File: config.mk
export PLATFORM = sky130hd
export DESIGN_NAME = mul4_sequencer_flat
export DESIGN_NICKNAME = d
export VERILOG_FILES = /design/src/rtl/mul4_pkg.sv /design/src/rtl/mul4_sequencer_if.sv /design/src/rtl/mul4_sequencer.sv /design/src/flat_wrapper.sv
export SDC_FILE = /design/constraint.sdc
export NUM_CORES = 1
export LEC_CHECK = 0
export BUFFER_PORTS_ARGS = -buffer_cell sky130_fd_sc_hd__clkbuf_2
export CAP_MARGIN = 30
export CORE_AREA = 2 2 39 41
export DETAILED_ROUTE_END_ITERATION = 10
export DIE_AREA = 0 0 41 43
export PLACE_DENSITY = 0.76
export SYNTH_ARGS = -nofsm -noshare
export SYNTH_HDL_FRONTEND = slang
export SYNTH_SLANG_ARGS = --single-unit
File: constraint.sdc
create_clock -name clk -period 1.8 [get_ports clk]
set_input_delay 0.36 -clock clk [delete_from_list [all_inputs] [get_ports clk]]
set_output_delay 0.36 -clock clk [all_outputs]
set_load 0.005 [all_outputs]
File: src/rtl/mul4_pkg.sv
// Shared definitions for the 4x4 shift-add multiplier: controller states,
// shift encodings and the control-word decode used by the sequencer.
package mul4_pkg;

  typedef enum logic [1:0] {
    IDLE = 2'd0,
    INIT = 2'd1,
    STEP = 2'd2,
    DONE = 2'd3
  } state_t;

  localparam logic [1:0] SH0 = 2'b00;
  localparam logic [1:0] SH2 = 2'b01;
  localparam logic [1:0] SH4 = 2'b10;

  localparam int         NUM_STEPS = 4;
  localparam logic [1:0] LAST_STEP = 2'(NUM_STEPS - 1);

  typedef struct packed {
    logic       ready;
    logic       busy;
    logic       done;
    logic       ld_a;
    logic       ld_b;
    logic       rst_out;
    logic       ld_out;
    logic       l_1;
    logic       l_2;
    logic [1:0] shctrl;
  } ctrl_t;

  // Moore decode: the control word is a pure function of state and step.
  // Partial products go lo*lo, hi*lo, lo*hi, hi*hi with shifts 0, 2, 2, 4.
  function automatic ctrl_t decode(state_t s, logic [1:0] step);
    ctrl_t c;
    c = '0;
    case (s)
      IDLE: c.ready = 1'b1;
      INIT: begin
        c.busy    = 1'b1;
        c.ld_a    = 1'b1;
        c.ld_b    = 1'b1;
        c.rst_out = 1'b1;
      end
      STEP: begin
        c.busy   = 1'b1;
        c.ld_out = 1'b1;
        case (step)
          2'd0: c.shctrl = SH0;
          2'd1: begin
            c.l_1    = 1'b1;
            c.shctrl = SH2;
          end
          2'd2: begin
            c.l_2    = 1'b1;
            c.shctrl = SH2;
          end
          default: begin
            c.l_1    = 1'b1;
            c.l_2    = 1'b1;
            c.shctrl = SH4;
          end
        endcase
      end
      DONE: c.done = 1'b1;
      default: c = '0;
    endcase
    return c;
  endfunction

endpackage

File: src/rtl/mul4_sequencer_if.sv
// Requester handshake plus every datapath control pin of the multiplier
// sequencer; master is the sequencer side, slave the requester/datapath side.
interface mul4_sequencer_if;
  logic start;
  logic ready;
  logic busy;
  logic done;
  logic ld_A;
  logic ld_B;
  logic rst_out;
  logic l_1;
  logic l_2;
  logic shctrl_1;
  logic shctrl_0;
  logic ld_out;

  modport master (
    input  start,
    output ready, busy, done, ld_A, ld_B, rst_out,
           l_1, l_2, shctrl_1, shctrl_0, ld_out
  );

  modport slave (
    output start,
    input  ready, busy, done, ld_A, ld_B, rst_out,
           l_1, l_2, shctrl_1, shctrl_0, ld_out
  );
endinterface

File: src/rtl/mul4_sequencer.sv
// Sequencing controller for the 4x4 shift-add multiplier: load operands,
// clear the accumulator, accumulate four shifted 2x2 products, pulse done.
module mul4_sequencer
  import mul4_pkg::*;
(
  input  logic             clk,
  input  logic             rst,
  mul4_sequencer_if.master bus
);

  state_t     state, state_nxt;
  logic [1:0] step,  step_nxt;
  ctrl_t      ctrl;

  always_comb begin
    state_nxt = state;
    step_nxt  = step;
    case (state)
      IDLE: if (bus.start) state_nxt = INIT;
      INIT: begin
        state_nxt = STEP;
        step_nxt  = 2'd0;
      end
      STEP: begin
        step_nxt = step + 2'd1;
        if (step == LAST_STEP) state_nxt = DONE;
      end
      DONE:    state_nxt = IDLE;
      default: state_nxt = IDLE;
    endcase
  end

  // Outputs are registered from the decode of the next state, so they line
  // up with the state register without any combinational path from start.
  always_ff @(posedge clk) begin
    if (rst) begin
      state <= IDLE;
      step  <= 2'd0;
      ctrl  <= decode(IDLE, 2'd0);
    end else begin
      state <= state_nxt;
      step  <= step_nxt;
      ctrl  <= decode(state_nxt, step_nxt);
    end
  end

  assign bus.ready    = ctrl.ready;
  assign bus.busy     = ctrl.busy;
  assign bus.done     = ctrl.done;
  assign bus.ld_A     = ctrl.ld_a;
  assign bus.ld_B     = ctrl.ld_b;
  assign bus.rst_out  = ctrl.rst_out;
  assign bus.ld_out   = ctrl.ld_out;
  assign bus.l_1      = ctrl.l_1;
  assign bus.l_2      = ctrl.l_2;
  assign bus.shctrl_1 = ctrl.shctrl[1];
  assign bus.shctrl_0 = ctrl.shctrl[0];

endmodule

File: src/flat_wrapper.sv
// flat-port wrapper written by rule: the top's interface ports become plain ports
module mul4_sequencer_flat import mul4_pkg::*;
  (clk, rst, bus_start, bus_ready, bus_busy, bus_done, bus_ld_A, bus_ld_B, bus_rst_out, bus_l_1, bus_l_2, bus_shctrl_1, bus_shctrl_0, bus_ld_out);
  mul4_sequencer_if bus_i ();
  input  logic clk;
  input  logic rst;
  input wire logic [$bits(bus_i.start)-1:0] bus_start;
  output wire logic [$bits(bus_i.ready)-1:0] bus_ready;
  output wire logic [$bits(bus_i.busy)-1:0] bus_busy;
  output wire logic [$bits(bus_i.done)-1:0] bus_done;
  output wire logic [$bits(bus_i.ld_A)-1:0] bus_ld_A;
  output wire logic [$bits(bus_i.ld_B)-1:0] bus_ld_B;
  output wire logic [$bits(bus_i.rst_out)-1:0] bus_rst_out;
  output wire logic [$bits(bus_i.l_1)-1:0] bus_l_1;
  output wire logic [$bits(bus_i.l_2)-1:0] bus_l_2;
  output wire logic [$bits(bus_i.shctrl_1)-1:0] bus_shctrl_1;
  output wire logic [$bits(bus_i.shctrl_0)-1:0] bus_shctrl_0;
  output wire logic [$bits(bus_i.ld_out)-1:0] bus_ld_out;
  assign bus_i.start = bus_start;
  assign bus_ready = bus_i.ready;
  assign bus_busy = bus_i.busy;
  assign bus_done = bus_i.done;
  assign bus_ld_A = bus_i.ld_A;
  assign bus_ld_B = bus_i.ld_B;
  assign bus_rst_out = bus_i.rst_out;
  assign bus_l_1 = bus_i.l_1;
  assign bus_l_2 = bus_i.l_2;
  assign bus_shctrl_1 = bus_i.shctrl_1;
  assign bus_shctrl_0 = bus_i.shctrl_0;
  assign bus_ld_out = bus_i.ld_out;
  mul4_sequencer u_core (.clk(clk), .rst(rst), .bus(bus_i));
endmodule
==> flow_summary.yaml <==
placement:
  hpwl_um: 632
  dp_cells: 81
  numPortBuffers: 13
  place.gp.congestion: 0.701
  post-place-ws_ns: 0.122
power_and_ir_drop:
  p_int_uw: 649
  combinationalPowerShare: 0.451
  p_clk_frac: 0.170
  leakagePower_uw: 0.000346
  cellPowerDensity_mw_per_mm2: 1490
  swShare: 0.356
  pwr-share-seq: 0.379
  peakVddDrop_v: 0.000755
  net-switching-power_uw: 359
synth:
  synth_cell_types: 21
  syn_inst: 55
  syn_nets: 68
  yosys.area.top_type: "dfxtp_1"
  ys_seq_area_frac: 0.443
  ys_warn_count: 0
  avgSynthCellArea_um2: 10.7
  synth-seq-cells: 13
  syn-cell-area_um2: 588
  synthTopCellsByArea: "dfxtp_1 (44%), ha_1 (21%), a21oi_1 (3.4%)"
  yosys.area.top_type_share: 0.443
global_route:
  grt_max_degree: 10
  first_global_vias: 356
  overflow: 0
  grt_usage: 0.131
  grt_pass1_wl_um: 1470
  grt_antenna_before_repair: 0
worst_setup_path:
  worstPathArrival_ns: 1.88
  cp.required_ns: 1.97
  start_kind: "flip-flop"
  startpoint: "u_core.state[0]"
  end_kind: "flip-flop"
  rrSetupSlack_ns: 0.09
  r2r_cells: 6
  r2r-end: "u_core.bus.shctrl_0"
  r2r_start: "u_core.state[0]"
  cp_max_fo: 7
  critPathKind: "flip-flop to flip-flop"
clock_network:
  clock_latency_ns: 0.27
  clkTransAtPathRegs_ns: 0.07
  cts_sinks: 13
  cts_max_level: 1
  cts.path.max_buffers: 2
  root_buffer: "clkbuf_4"
  cts_setup_buffers: 0
  cts_tree: "done"
  numCtsBuffers: 3
  cts_hold_buf: 0
final_layout:
  final_cell_mix: "clkbuf_2 (13), dfxtp_1 (13), ha_1 (10)"
  nNetsFinal: 83
  area_growth_pct: 15.1
  instances_no_fill: 85
  antenna_cells: 0
  fillers: 143
  drive_gt1_frac: 0.319
  utilization: 0.489
floorplan:
  start_util: 0.425
  die_x_um: 41
  dieArea_mm2: 0.00176
  ios: 14
  dieHeight_um: 43
  rows: 14
  core_area_mm2: 0.00138
outcome:
  status: "finished clean"
route:
  met3_length_um: 68
  wl_per_cell_um: 10.3
  drtAntennaViolNets: 0
  drcViolationCount: 0
  drt-total-wl_um: 879
  dr.pass1.iters: 4
  viasPerCell: 4.67
  top_layer: "met4"
  num_vias: 397
  m1WireLength_um: 401
  drt_iter0_drc: 4
  wl_met2_um: 395
hold_path:
  hold_depth: 2
  whs_endpoint: "u_core.state[0]"
  min-delay-start: "rst"
  hold_class: "input pin to flip-flop"
timing:
  period_minus_slack_ns: 1.71
  finalSetupViolCount: 0
  fmax_mhz: 585
  skew_ns: 0.00174
  worst_slack_ns: 0.0917
  hold_viol: 0
  period_share: 0.949
  maxSlewViolCount: 0
  fin_tns_setup_ns: 0
  tightest_slew_ns: 0.253
  slew_headroom: 0.828
run:
  max_cap_viol_count: 0
==> worst max-delay path: stages (launching register included) <==
cell      delay, ns
dfxtp_1        0.31
inv_1          0.08
ha_1           0.40
nand2b_1       0.23
and2_1         0.18
ha_1           0.28
and2_1         0.13
==> worst max path at each step <==
stage | end | cells after the start
final | u_core.bus.shctrl_0 | 6
after global routing | u_core.bus.l_2 | 7
after CTS | u_core.bus.shctrl_0 | 6
after detailed placement | u_core.bus.shctrl_0 | 6
after global placement | u_core.bus.shctrl_0 | 6
after floorplan | u_core.bus.shctrl_0 | 6
==> sequential cells by signal (all words and copies together) (netlist names) <==
name                 count
u_core.bus.busy          1
u_core.bus.ready         1
u_core.bus.ld_out        1
u_core.state             2
u_core.bus.shctrl_1      1
u_core.bus.rst_out       1
u_core.bus.done          1
u_core.bus.l_1           1
u_core.bus.l_2           1
u_core.step              2
u_core.bus.shctrl_0      1
==> metal layers <==
metal	track usage	vias to the layer above
met4	0.120	0
met2	0.163	17
met5	0	-
met3	0.0471	2
met1	0.167	175
li1	-	203
==> synthesized netlist by cell type <==
master and count:
inv_2 1, ha_1 10, nand3_1 1, mux2i_1 1, nor3_1 1, nand2_1 2
a21o_1 1, nand3b_1 1, dfxtp_1 13, and2_1 3, and2b_1 2, a21oi_1 4
nand2b_1 2, or2_2 1, buf_6 1, nor2_1 3, inv_1 3, a211oi_2 1
nand2b_4 1, and2_4 1, buf_4 2
==> cells by family (layout without fill, tap and decap cells) <==
logic type,after synthesis,count (layout),synth area share
adder cells (fa/ha/maj),10,10,0.213
buffers and inverters,7,21,0.0702
AO/OA/AOI/OAI,6,6,0.0681
flip-flops,13,13,0.443
AND/OR/NAND/NOR,18,18,0.189
multiplexers,1,1,0.0170
==> metrics by stage <==
stage          total power (µW)  cell area, µm²  hold WS [ns]
2_1_floorplan               731             588         0.484
3_3_place_gp                815             647         0.518
3_5_place_dp                822             647         0.525
4_1_cts                    1010             673         0.359
5_1_grt                    1130             677         0.381
6_report                   1010             677         0.369
==> power by group through the flow <==
stage	sequential (µW)	clock, µW	combinational, µW
after floorplan	393	0	337
after global placement	385	0	430
after detailed placement	390	0	432
after CTS	383	186	442
after global routing	392	205	529
final	382	172	454
==> what timing repair did <==
| item | CTS | global route |
|---|---|---|
| setup endpoints to repair | 0 | 3 |
| resized for setup | 0 | 1 |
| endpoints found under the hold margin | 0 | 0 |
==> layout make-up <==
class	count	area, µm²	area share
Inverter	4	15.0	0.0222
Tap cell	16	20.0	0.0296
Multi-Input combinational cell	35	290	0.429
Clock buffer	4	26.3	0.0388
Sequential cell	13	260	0.384
Timing Repair Buffer	13	65.1	0.0961
Power figures use the tool's default switching activity.
